--- config.mk ---
export PLATFORM = sky130hd
export DESIGN_NAME = pulse_shaper
export DESIGN_NICKNAME = d
export VERILOG_FILES = /design/src/rtl/pulse_shaper.sv
export SDC_FILE = /design/constraint.sdc
export NUM_CORES = 1
export LEC_CHECK = 0
export ABC_CLOCK_PERIOD_IN_PS = 1800
export BUFFER_PORTS_ARGS = -buffer_cell sky130_fd_sc_hd__buf_2
export CORE_ASPECT_RATIO = 0.75
export CORE_MARGIN = 5
export CORE_UTILIZATION = 48
export CTS_BUF_LIST = sky130_fd_sc_hd__clkbuf_8 sky130_fd_sc_hd__clkbuf_16
export CTS_CLUSTER_SIZE = 14
export DETAILED_ROUTE_END_ITERATION = 16
export PLACE_DENSITY = 0.67
export SYNTH_ARGS = -nofsm -noshare
export SYNTH_HDL_FRONTEND = slang
export SYNTH_SLANG_ARGS = --single-unit
--- constraint.sdc ---
create_clock -name clk -period 1.8 [get_ports clk]
set_input_delay 0.18 -clock clk [delete_from_list [all_inputs] [get_ports clk]]
set_output_delay 0.18 -clock clk [all_outputs]
set_load 0.02 [all_outputs]
--- src/rtl/pulse_shaper.sv ---
// Turns single-cycle event strobes into levels: toggle, one-shot (plain or retriggerable) or blink train.
// Define PULSE_SHAPER_SYNC_EN to treat pulse_in as an asynchronous level (2-FF synchronizer + rising-edge detect).
module pulse_shaper #(
  parameter int HOLD_CYCLES = 1000,
  parameter int CNT_W       = 20
) (
  input  logic       clk,
  input  logic       rst,
  input  logic       pulse_in,
  input  logic [1:0] select_mode,
  output logic       level_out,
  output logic       busy,
  output logic       done
);

  typedef enum logic [1:0] {
    ST_IDLE,
    ST_HOLD,
    ST_BLINK
  } state_e;

  localparam logic [1:0] MODE_TOGGLE  = 2'b00;
  localparam logic [1:0] MODE_ONESHOT = 2'b01;
  localparam logic [1:0] MODE_RETRIG  = 2'b10;
  localparam logic [1:0] MODE_BLINK   = 2'b11;

  localparam logic [CNT_W-1:0] RELOAD  = CNT_W'(HOLD_CYCLES - 1);
  localparam logic [CNT_W-1:0] CNT_ONE = CNT_W'(1);

  logic ev;

`ifdef PULSE_SHAPER_SYNC_EN
  logic sync1_q, sync2_q, prev_q;

  always_ff @(posedge clk or negedge rst) begin
    if (!rst) begin
      sync1_q <= 1'b0;
      sync2_q <= 1'b0;
      prev_q  <= 1'b0;
    end else begin
      sync1_q <= pulse_in;
      sync2_q <= sync1_q;
      prev_q  <= sync2_q;
    end
  end

  assign ev = sync2_q & ~prev_q;
`else
  assign ev = pulse_in;
`endif

  state_e           state_q, state_d;
  logic [CNT_W-1:0] cnt_q, cnt_d;
  logic [1:0]       mode_q;
  logic             level_q, level_d;
  logic             toggle_q, toggle_d;
  logic             busy_q, done_q, done_d;
  logic             mode_change;

  assign mode_change = (select_mode != mode_q);

  always_comb begin
    // NOTE: every output of this block gets a default first, so no path can leave one unassigned and infer a latch.
    state_d  = state_q;
    cnt_d    = cnt_q;
    level_d  = level_q;
    toggle_d = toggle_q;
    done_d   = 1'b0;

    if (mode_change) begin
      // A mode switch wipes everything and swallows any event on the same cycle.
      state_d  = ST_IDLE;
      cnt_d    = '0;
      level_d  = 1'b0;
      toggle_d = 1'b0;
    end else begin
      unique case (state_q)
        ST_IDLE: begin
          if (ev) begin
            unique case (mode_q)
              MODE_TOGGLE: begin
                toggle_d = ~toggle_q;
                level_d  = ~toggle_q;
              end
              MODE_ONESHOT, MODE_RETRIG: begin
                state_d = ST_HOLD;
                cnt_d   = RELOAD;
                level_d = 1'b1;
              end
              MODE_BLINK: begin
                state_d = ST_BLINK;
                cnt_d   = RELOAD;
                level_d = 1'b1;
              end
              default: ;
            endcase
          end
        end
        ST_HOLD: begin
          if (ev && mode_q == MODE_RETRIG) begin
            cnt_d = RELOAD;
          end else if (cnt_q == '0) begin
            state_d = ST_IDLE;
            level_d = 1'b0;
            done_d  = 1'b1;
          end else begin
            cnt_d = cnt_q - CNT_ONE;
          end
        end
        ST_BLINK: begin
          // A stop event wins over a coincident half-period expiry.
          if (ev) begin
            state_d = ST_IDLE;
            level_d = 1'b0;
            done_d  = 1'b1;
          end else if (cnt_q == '0) begin
            level_d = ~level_q;
            cnt_d   = RELOAD;
          end else begin
            cnt_d = cnt_q - CNT_ONE;
          end
        end
        default: state_d = ST_IDLE;
      endcase
    end
  end

  // NOTE: sequential state is updated with non-blocking assignments so every register samples pre-edge values.
  always_ff @(posedge clk or negedge rst) begin
    if (!rst) begin
      state_q  <= ST_IDLE;
      cnt_q    <= '0;
      mode_q   <= MODE_TOGGLE;
      level_q  <= 1'b0;
      toggle_q <= 1'b0;
      busy_q   <= 1'b0;
      done_q   <= 1'b0;
    end else begin
      state_q  <= state_d;
      cnt_q    <= cnt_d;
      mode_q   <= select_mode;
      level_q  <= level_d;
      toggle_q <= toggle_d;
      busy_q   <= (state_d != ST_IDLE);
      done_q   <= done_d;
    end
  end

  assign level_out = level_q;
  assign busy      = busy_q;
  assign done      = done_q;

endmodule

# --- After elaboration in Yosys (flattened, before gate mapping) ---
# Index checks and enable logic that the tools add are counted.
classes:
  n_lt_le_gt_ge: 0
  reduce_logical: 14
  bitwise_logic: 2
  n_eq_ne: 13
  add_sub_neg: 1
  shifts: 0
  n_mul: 0
  mux: 32
  div: 0
ops:
  columns: ["operator", "n"]
  rows:
  - ["two-way mux 20 bit", 7]
  - ["case mux 20 bit (3 select lines)", 1]
  - ["zero test 20 bit", 1]
  - ["subtractor 20 x 1 -> 20 bit, second input constant", 1]
  - ["inequality test 3 bit, second input constant", 5]
  - ["two-way mux 1 bit", 14]
  - ["two-way mux 2 bit", 5]
  - ["AND reduction 5 bit", 2]
  - ["inequality test 4 bit, second input constant", 2]
  - ["nonzero test 2 bit", 4]
  - ["equality test 2 bit, second input constant", 3]
  - ["case mux 2 bit (3 select lines)", 1]
  - ["equality test 2 x 1 -> 1 bit, second input constant", 2]
  - ["zero test 2 bit", 2]
  - ["case mux 1 bit (2 select lines)", 2]
  - ["case mux 2 bit (2 select lines)", 1]
  - ["nonzero test 4 bit", 1]
  - ["case mux 1 bit (3 select lines)", 1]
  - ["AND reduction 3 bit", 1]
  - ["OR reduction 3 bit", 1]
  - ["inequality test 2 bit", 1]
  - ["NOT 1 bit", 2]
  - ["OR reduction 2 bit", 1]
  - ["logical AND 1 bit", 1]
word_totals:
  wordCells: 69
  mem_bits_rw: 0
  inputBits: 5
  rom_bits: 0
  memories: 0
  latchBits: 0
  ff_bits: 28

# --- Logic depth before layout (Yosys ltp) ---
# Gate-level depths: netlist of the first run.
depth:
  depth_word: 7
  mapped_depth: 9
  depth_no_buf: 7

# --- Worst setup path before layout of the first run ---
# OpenSTA, ideal clock, no wires.
synth_path:
  kind: "register -> register"
  start: "register state_q[0]"
  end: "register cnt_q[15]"
  t_arrival_ns: 1.936
  n_path_buf: 1
  path_slack_ns: -0.227
  path_stages_with_launch: 9
  t_required_ns: 1.710
  setup_ns: 0.090
  path_cell_list: "dfrtp_1 -> inv_1 -> ha_1 -> a21bo_1 -> a21o_1 -> a211oi_1 -> buf_2 -> nand3_1 -> o221ai_1"
synth_via:
  elab_chain_len: 3
  elab_cells_between_ends: 11
  classes_between: "eq/ne (6); mux (2); reduce/logical (3)"
synth_rtl:
  columns: ["element", "line_no", "rtl"]
  rows:
  - ["start: declaration", "52", "state_e state_q, state_d;"]
  - ["start signal: assignment", "139", "state_q <= state_d;"]
  - ["equality test 2 x 1 -> 1 bit, or another cell as far along", "77", "unique case (state_q)"]
  - ["inequality test 4 bit (no line), or another cell as far along", null, null]
  - ["AND reduction 5 bit (no line) / two-way mux 20 bit (equally long branches)", null, null]
  - ["end signal: assignment", "140", "cnt_q <= cnt_d;"]
  - ["end: declaration", "53", "logic [CNT_W-1:0] cnt_q, cnt_d;"]
# Parallel ways exist; a longest one is shown, timed or not.
# A chain may end at the register's enable or synchronous reset.

# --- Worst setup path after layout of the first run ---
layout_path:
  start: "register state_q[1]"
  end: "register cnt_q[3]"
# Same word-level chain as after synthesis.

==> reports/metrics.cfg, run 1 <==
[die]
fp.dieH_um = 65.9
initial_core_util_pct = 49.6
die_area_mm2 = 0.00557
io_pins = 8
rows = 20
core_mm2 = 0.00403
die_w_um = 84.5

[sta]
period_needed_ns = 2.00
fmax_mhz = 499
setup_violations = 21
rsz0062_at_grt = yes
finalHoldViolCount = 0
setup_ws_ns = -0.204
setup_tns_ns = -2.77
tightestPinTransition_ns = 0.673
slew_viol_final = 0
skew_ns = 0.00230
period_share_pct = 111
relSlewSlack_pct = 55.1

[logic_synthesis]
synth_area_leaders = dfrtp_1, ha_1, a31oi_1
synth-edff-count = 0
ys_warn_count = 0
synth.distinct_cells = 53
syn_area_per_cell_um2 = 8.84
synth-seq-area-share_pct = 35.1
syn_inst = 226
syn_area_mm2 = 0.00200
synth.most_common_cell = dfrtp_1
synth_top_area_share_pct = 35.1
synth-main-ff-cell = dfrtp_1
synth_seq_cells = 28
synth_top_area_cell = dfrtp_1
synth_fp_nets = 241
synth_common_cells = dfrtp_1, inv_1, a31oi_1
asyncSetResetFlopFracSynth_pct = 100

[routing]
wirelength_mm = 6.11
antenna_left = 0
drc_errors = 0
wl_per_cell_um = 17.2
first_iter_violations = 247
viasPerCell = 5.92
dr.pass1.iters = 4
vias = 2103

[worst_setup_path]
startpoint_type = flop
end_kind = flop
worstSetupPathType = flop to flop
cp_max_fo = 5
cp_data_required_time_ns = 2.00
r2r_setup_slack_ns = -0.20
worst_ep_arrival_time_ns = 2.20

[cts]
clock_path_buffers = 2
clock-sinks = 28
htree_levels = 1
cts_root_buf = clkbuf_8
clk_pin_slew_worst_paths_ns = 0.09
worstSkewPairLatency_ns = 0.27
numCtsBuffers = 3
cts_tree = yes

[run]
maxCapViolCount = 0

[finish]
final_core_util_pct = 73.1
fin_nets = 317
num_antenna_cells = 0
syn_to_final_growth_pct = 47.3
drive_above_1_share_pct = 42.0
final_area_mm2 = 0.00294

[place]
post-dp-hpwl_mm = 4.20
finalWeightedCongestion = 0.916
io_buffers = 7
place_area_mm2 = 0.00255

[global_routing]
grt_pass1_vias = 2135
grtUsageTotal_pct = 23.1
globalRouteOverflowTotal = 0
grt_pass1_wl_mm = 10.3
antenna_found_initial = 0
grt_max_degree = 29

[outcome]
violations = setup timing
status = finished, violations left

[power]
power_density_mw_per_mm2 = 648
p_leak_nw = 1.34
vdd_drop_max_v = 0.000579

[hold_path]
min_path_type = input pin to flop

-- registers in the layout, summed over array words and instances (netlist names) --
| register | cells |
|---|---|
| cnt_q | 20 |
| mode_q | 2 |
| state_q | 2 |
| busy | 1 |
| done | 1 |
| level_out | 1 |
| toggle_q | 1 |
-- worst max-delay path: stages (launching register included) --
cell and delay (ns):
dfrtp_1 0.39, inv_2 0.06, ha_4 0.26, a21bo_1 0.22
a21o_1 0.19, a211oi_4 0.26, buf_6 0.18, buf_16 0.12
a31oi_4 0.07, a31oi_1 0.16
-- final timing paths --
check | from | end | depth (start not counted)
min in group asynchronous | rst | mode_q[1]$_DFF_PN0_ | 2
min reg2reg | toggle_q$_DFFE_PN0P_ | toggle_q$_DFFE_PN0P_ | 2
min | select_mode[1] | mode_q[1]$_DFF_PN0_ | 1
max | state_q[1]$_DFF_PN0_ | cnt_q[3]$_DFFE_PN0P_ | 9
max reg2reg | state_q[1]$_DFF_PN0_ | cnt_q[3]$_DFFE_PN0P_ | 9
max in group asynchronous | rst | state_q[0]$_DFF_PN0_ | 2
-- what timing repair did --
action	CTS	global route
setup buffers	8	3
resized for setup	27	16
setup endpoints to repair	23	24
endpoints found under the hold margin	28	0
cloned	3	0
hold buffers	1	0
pin swaps	16	16
-- per-layer routing --
layer,track usage [%],share of wire (%)
met1,32.3,47
met2,37.3,45
met3,3.99,6.4
met4,5.34,1.4
met5,0,0
-- layout by cell type, fill, tap and decap left out, types with 2 or more instances in the layout --
cell / count
and2_1: 3
a41oi_1: 4
buf_16: 2
nor3_1: 5
clkbuf_8: 3
inv_2: 2
o22ai_2: 2
or3_1: 2
xnor2_1: 5
inv_1: 18
buf_4: 61
o211a_1: 2
nand4_1: 5
nand2b_4: 2
nand2b_1: 2
dfrtp_1: 28
a211oi_1: 5
ha_1: 6
buf_6: 9
o21ai_0: 4
buf_2: 7
a21oi_1: 7
o31a_1: 2
a21o_1: 2
nand2_1: 10
a41o_4: 2
a211oi_2: 3
nand3_1: 6
o21ai_1: 8
o211ai_1: 2
nor2_1: 14
a311oi_1: 3
nor3_2: 5
o211ai_2: 2
o311ai_1: 2
ha_2: 3
a31oi_1: 16
-- stage by stage --
stage               std cells  hold slack, ns  power, mW  worst slack, ns
floorplan                 226          -0.116       1.09          -0.0314
global placement          338           0.253       1.39          -0.0796
detailed placement        338           0.258       1.41           -0.152
CTS                       353          0.0245       1.84           -0.141
global route              355          0.0147       2.03           -0.299
finish                    355          0.0356       1.91           -0.204
-- power by group --
group	switching (mW)	leakage, nW	internal (mW)
sequential	0.0200	0.382	0.653
combinational	0.481	0.937	0.411
clock	0.192	0.0216	0.150
-- cells by family after synthesis --
kind of cell,after synthesis,synth area share (%)
compound gates,79,28.6
simple gates,73,21.1
buf+inv,30,6.32
flops,28,35.1
fa+ha+maj,10,6.26
xor+xnor,6,2.63
-- area by class of cell --
class / instances / area [µm²]
Timing Repair Buffer: 80 / 659
Fill cell: 287 / 1080
Tap cell: 55 / 68.8
Sequential cell: 28 / 701
Inverter: 20 / 75.1
Multi-Input combinational cell: 169 / 1400
Clock buffer: 3 / 41.3
Power figures use the tool's default switching activity.
==> run 2: changes to the inputs <==
Settings changed: ABC_CLOCK_PERIOD_IN_PS 1800 to 2100, PLACE_DENSITY 0.67 to default.
Clock period 1.8 ns to 2.1 ns, I/O delays scaled along.
==> run 2 against run 1 <==
The run now ends clean. Clock skew increased by 0.0077 ns. Sequential share of layout area increased by 5.0 points. Critical path depth fell by 3. Clock-buffer cell count is the same. Hold slack improved by 0.014 ns. Global-route usage down 2.6 points. Sequential power shrank 13%. Cell count fell by 12%. Critical endpoint is now cnt_q[0]$_DFFE_PN0P_. Largest power group is now sequential cells.
==> reports/metrics.cfg, run 2 (synthesized netlist as in run 1, its figures left out) <==
[die]
die_w_um = 84.5  ; unchanged
die_area_mm2 = 0.00557  ; unchanged
rows = 20  ; unchanged
core_mm2 = 0.00403  ; unchanged
fp.dieH_um = 65.9  ; unchanged
io_pins = 8  ; unchanged
initial_core_util_pct = 49.6  ; unchanged

[cts]
clk_pin_slew_worst_paths_ns = 0.09  ; about the same
worstSkewPairLatency_ns = 0.29  ; +0.02 ns
clock-sinks = 28  ; unchanged
cts_tree = yes
clock_path_buffers = 2  ; unchanged
cts_root_buf = clkbuf_8
htree_levels = 1  ; unchanged
numCtsBuffers = 3  ; unchanged

[place]
place_ws_ns = 0.000874  ; +0.153 ns
dp.cells = 302  ; -11%
finalWeightedCongestion = 0.842  ; -8.1%
io_buffers = 7  ; unchanged
post-dp-hpwl_mm = 3.91  ; -6.7%

[routing]
first_iter_violations = 161  ; -35%
viasPerCell = 6.24  ; +5.3%
wl_per_cell_um = 17.3  ; +0.42%
drc_errors = 0  ; unchanged
vias = 1958  ; -6.9%
dr.pass1.iters = 4  ; unchanged
antenna_left = 0  ; unchanged
wirelength_mm = 5.43  ; -11%

[run]
maxCapViolCount = 0  ; unchanged

[global_routing]
grt_pass1_wl_mm = 9.13  ; -11%
grtUsageTotal_pct = 20.5  ; -2.6 points
globalRouteOverflowTotal = 0  ; unchanged
antenna_found_initial = 0  ; unchanged
grt_max_degree = 29  ; unchanged
grt_pass1_vias = 1839  ; -14%

[finish]
final_cell_mix = buf_4, dfrtp_1, inv_1
final_common_cell = buf_4
final_core_util_pct = 60.4  ; -13 points
num_antenna_cells = 0  ; unchanged
seqCellArea_um2 = 702  ; +0.18%
multi_input_area_mm2 = 0.00123  ; -12%
syn_to_final_growth_pct = 21.9
fin_nets = 275  ; -13%
top_register = cnt_q
reg_top3 = cnt_q (20), mode_q (2), state_q (2)
fin_cells = 314  ; -12%
largest_reg_flops = 20  ; unchanged
drive_above_1_share_pct = 25.1  ; -17 points
nFillCells = 365  ; +27%

[worst_setup_path]
path_buf_inv = 2  ; -1
worst_ep_arrival_time_ns = 2.18  ; -0.02 ns
path_common_cell = buf_4
critPathTopFamily = compound AO/OA/AOI/OAI gates
critPathSlowestCell = dfrtp_1
worstSetupPathType = flop to flop
critPathMaxStageDelay_ns = 0.45  ; +0.06 ns
path_cells = nor4_4, nand4_1, o31a_1, buf_4, buf_4, o221a_1
end_kind = flop
cp_data_required_time_ns = 2.27  ; +0.27 ns
startpoint_type = flop
cp_max_fo = 4  ; -1

[sta]
tightestPinTransition_ns = 0.657  ; -0.0162 ns
setup_ws_ns = 0.0995  ; +0.303 ns
finalHoldViolCount = 0  ; unchanged
slew_viol_final = 0  ; unchanged
period_share_pct = 95.3  ; -16 points
fmax_mhz = 500  ; +0.15%
setup_violations = 0  ; -100%
period_needed_ns = 2.00  ; -0.00306 ns
skew_ns = 0.0100  ; +0.00770 ns
rsz0062_at_grt = yes
relSlewSlack_pct = 56.2  ; +1.1 points

[power]
p_leak_nw = 1.08  ; -20%
vdd_drop_max_v = 0.000395  ; -32%
power_density_mw_per_mm2 = 645  ; -0.43%

[hold_path]
min_path_type = input pin to flop

[outcome]
status = finished clean

run 2: what timing repair did:
item / 4_1_cts / 5_1_grt
endpoints found under the setup margin: 1 / 18
hold buffers: 1 / 0
pin swaps: 0 / 5
setup buffers: 2 / 3
gates cloned: 0 / 2
hold endpoints to repair: 28 / 0
resized for setup: 1 / 16
run 2: worst paths after layout:
check                                       from                    end  slack (ns)  depth (start not counted)
setup / recovery            cnt_q[6]$_DFFE_PN0P_   cnt_q[0]$_DFFE_PN0P_         0.1                          6
hold / removal                    select_mode[0]    mode_q[0]$_DFF_PN0_        0.05                          1
setup reg to reg            cnt_q[6]$_DFFE_PN0P_   cnt_q[0]$_DFFE_PN0P_         0.1                          6
hold reg to reg            cnt_q[17]$_DFFE_PN0P_  cnt_q[17]$_DFFE_PN0P_        0.55                          1
max in group asynchronous                    rst  cnt_q[14]$_DFFE_PN0P_        1.16                          2
min in group asynchronous                    rst    mode_q[0]$_DFF_PN0_        0.48                          2
run 2: area by class of cell:
type,instances,share of cell area [%]
multi-input cells,168,50.5
flip-flops and latches,28,28.8
repair buffers,39,11.9
inverters,20,3.08
well taps,55,2.83
clock buffers,3,1.70
clock inverters,1,1.23
run 2: where the power goes:
| part | total, mW | switching [mW] | internal, mW |
|---|---|---|---|
| logic | 0.546 | 0.331 | 0.214 |
| registers | 0.585 | 0.0247 | 0.560 |
| clock network | 0.441 | 0.185 | 0.256 |
run 2: worst reg2reg max path: stages, from the launching register on:
cell and delay, ns:
dfrtp_1 0.45, nor4_4 0.35, nand4_1 0.19, o31a_1 0.37
buf_4 0.16, buf_4 0.14, o221a_1 0.24
run 2: stage by stage:
| step | cell area (µm²) | power (mW) | hold WS [ns] | TNS, ns |
|---|---|---|---|---|
| floorplan | 2000 | 0.927 | -0.0856 | 0 |
| global placement | 2240 | 1.09 | 0.271 | 0 |
| detailed placement | 2240 | 1.10 | 0.285 | 0 |
| CTS | 2340 | 1.55 | 0.0446 | 0 |
| global route | 2430 | 1.66 | 0.0307 | -0.0121 |
| finish | 2430 | 1.57 | 0.0493 | 0 |
run 2: metal layers:
layer	vias to the layer above	track usage (%)	wire, µm
met5	-	0	0
met4	0	3.75	55
met3	11	4.98	346
met2	71	30.7	2350
met1	947	30.2	2680
li1	929	-	-
==> run 3: changes to the inputs <==
Settings changed: ABC_CLOCK_PERIOD_IN_PS 2100 to 2200, BUFFER_PORTS_ARGS -buffer_cell sky130_fd_sc_hd__buf_2 to default, DONT_BUFFER_PORTS from default to 1.
Clock period 2.1 ns to 2.2 ns, I/O delays scaled along.
==> run 3 against run 2 <==
Critical path depth up 2. First-iteration DRC count rose by 16%. Cell count down 5.1%. Worst setup slack better by 0.021 ns. Wire length down 2.6%. Critical path type unchanged. Critical endpoint is now cnt_q[7]$_DFFE_PN0P_.
==> reports/metrics.cfg, run 3 (synthesized netlist as in run 1, its figures left out) <==
[sta]
setup_tns_ns = 0  ; unchanged
slew_viol_final = 0  ; unchanged
period_needed_ns = 2.08  ; +0.0789 ns
finalHoldViolCount = 0  ; unchanged
tightestPinTransition_ns = 0.559  ; -0.0979 ns
fmax_mhz = 481  ; -3.8%
skew_ns = 0.00388  ; -0.00612 ns
relSlewSlack_pct = 62.6  ; +6.4 points
period_share_pct = 94.5  ; -0.74 points
setup_violations = 0  ; unchanged

[finish]
final_cell_mix = dfrtp_1, inv_1, buf_4
syn_to_final_growth_pct = 14.1
top_register = cnt_q
final_area_mm2 = 0.00228  ; -6.4%
reg_top3 = cnt_q (20), mode_q (2), state_q (2)
final_core_util_pct = 56.6  ; -3.9 points
num_antenna_cells = 0  ; unchanged
fin_nets = 259  ; -5.8%
final_common_cell = dfrtp_1
largest_reg_flops = 20  ; unchanged
drive_above_1_share_pct = 16.0  ; -9.0 points

[power]
vdd_drop_max_v = 0.000452  ; +14%
p_leak_nw = 0.994  ; -7.7%
power.total_mw = 1.37  ; -13%
combPwrFrac_pct = 34.5  ; -0.2 points
clockPowerShare_pct = 24.1  ; -3.9 points
internal_power_mw = 0.875  ; -15%
switching_power_mw = 0.493  ; -8.8%
p_seq_share_pct = 41.4  ; +4.2 points
swShare_pct = 36.0  ; +1.6 points
power_density_mw_per_mm2 = 600  ; -7.0%

[global_routing]
antenna_found_initial = 0  ; unchanged
grtUsageTotal_pct = 19.4  ; -1.2 points
grt_pass1_vias = 1796  ; -2.3%
grt_max_degree = 29  ; unchanged
grt_pass1_wl_mm = 8.67  ; -5.0%
globalRouteOverflowTotal = 0  ; unchanged

[worst_setup_path]
critPathSlowestCell = dfrtp_1
worst_ep_arrival_time_ns = 2.26  ; +0.08 ns
startpoint_type = flop
rr_worst_depth = 8  ; +2
end_kind = flop
path_cells = inv_1, ha_1, a21bo_1, o32ai_1, o31a_1, buf_4, o21ai_1, a311oi_1
critPathMaxStageDelay_ns = 0.43  ; -0.02 ns
worstSetupPathType = flop to flop
cp_data_required_time_ns = 2.38  ; +0.11 ns
cp_max_fo = 4  ; unchanged

[cts]
htree_levels = 1  ; unchanged
worstSkewPairLatency_ns = 0.28  ; about the same
clock_path_buffers = 2  ; unchanged
cts_root_buf = clkbuf_8
cts_tree = yes
clock-sinks = 28  ; unchanged
clk_pin_slew_worst_paths_ns = 0.10  ; about the same
numCtsBuffers = 3  ; unchanged

[routing]
first_iter_violations = 186  ; +16%
dr.pass1.iters = 5  ; +1
viasPerCell = 6.39  ; +2.5%
wl_per_cell_um = 17.7  ; +2.6%
drc_errors = 0  ; unchanged
wirelength_mm = 5.29  ; -2.6%
vias = 1904  ; -2.8%
antenna_left = 0  ; unchanged

[die]
fp.dieH_um = 65.9  ; unchanged
die_area_mm2 = 0.00557  ; unchanged
core_mm2 = 0.00403  ; unchanged
die_w_um = 84.5  ; unchanged
rows = 20  ; unchanged
initial_core_util_pct = 49.6  ; unchanged
io_pins = 8  ; unchanged

[hold_path]
hold_depth = 3  ; +2
min_path_type = input pin to flop

[outcome]
status = finished clean

[place]
place_area_mm2 = 0.00213  ; -4.9%
post-dp-hpwl_mm = 3.76  ; -3.9%
io_buffers = 0  ; -7
finalWeightedCongestion = 0.849  ; +0.83%

[run]
maxCapViolCount = 0  ; unchanged

## run 3: changes by cell type in the layout (fill, tap and decap cells not counted), moves of 2 or more
| cell | previous run | this run |
|---|---|---|
| buf_2 | 7 | 0 |
| dlygate4sd3_1 | 1 | 3 |
| ha_1 | 8 | 10 |
| buf_4 | 28 | 18 |
| buf_6 | 3 | 1 |
## run 3: final timing paths
check	startpoint	to	slack, ns
setup / recovery	state_q[1]$_DFF_PN0_	cnt_q[7]$_DFFE_PN0P_	0.12
hold / removal	pulse_in	toggle_q$_DFFE_PN0P_	0.18
max in group asynchronous	rst	cnt_q[17]$_DFFE_PN0P_	1.64
min in group asynchronous	rst	cnt_q[1]$_DFFE_PN0P_	0.39
setup reg to reg	state_q[1]$_DFF_PN0_	cnt_q[7]$_DFFE_PN0P_	0.12
hold reg to reg	cnt_q[3]$_DFFE_PN0P_	cnt_q[3]$_DFFE_PN0P_	0.55
## run 3: what timing repair did
action	in CTS	in global routing
gates resized for setup	0	3
setup endpoints to repair	0	15
buffers inserted	0	5
endpoints found under the hold margin	30	0
hold buffers	4	0
## run 3: area by class of cell
class / instances / area [µm²]
Tap cell: 55 / 68.8
Inverter: 20 / 75.1
Clock buffer: 4 / 55.1
Fill cell: 385 / 1750
Timing Repair Buffer: 23 / 196
Multi-Input combinational cell: 168 / 1180
Sequential cell: 28 / 701
## run 3: through the flow
stage / cells / hold slack, ns / setup slack, ns
global placement: 285 / -0.0750 / 0.161
floorplan: 226 / -0.0756 / 0.173
global route: 298 / 0.187 / -0.0449
CTS: 293 / 0.175 / 0.0475
finish: 298 / 0.175 / 0.121
detailed placement: 285 / -0.0751 / 0.0841
## run 3: power groups by stage
stage	logic, mW	clock network, mW	registers (mW)
final	0.472	0.330	0.566
after global routing	0.513	0.355	0.570
after CTS	0.452	0.335	0.565
after detailed placement	0.430	0	0.576
after global placement	0.421	0	0.574
after floorplan	0.313	0	0.571
## run 3: routing by layer
metal / vias to the layer above / GRT usage (%) / routed length [µm]
met1: 922 / 28.9 / 2690
li1: 896 / - / -
met4: 0 / 3.95 / 47
met3: 6 / 3.74 / 326
met5: - / 0 / 0
met2: 80 / 28.9 / 2220
## run 3: critical path: cells and delay by family (launching register included)
family | cells | cell delay, ns
buffers and inverters | 2 | 0.26
flip-flops | 1 | 0.43
AO/OA/AOI/OAI | 5 | 1.01
adder cells (fa/ha/maj) | 1 | 0.30
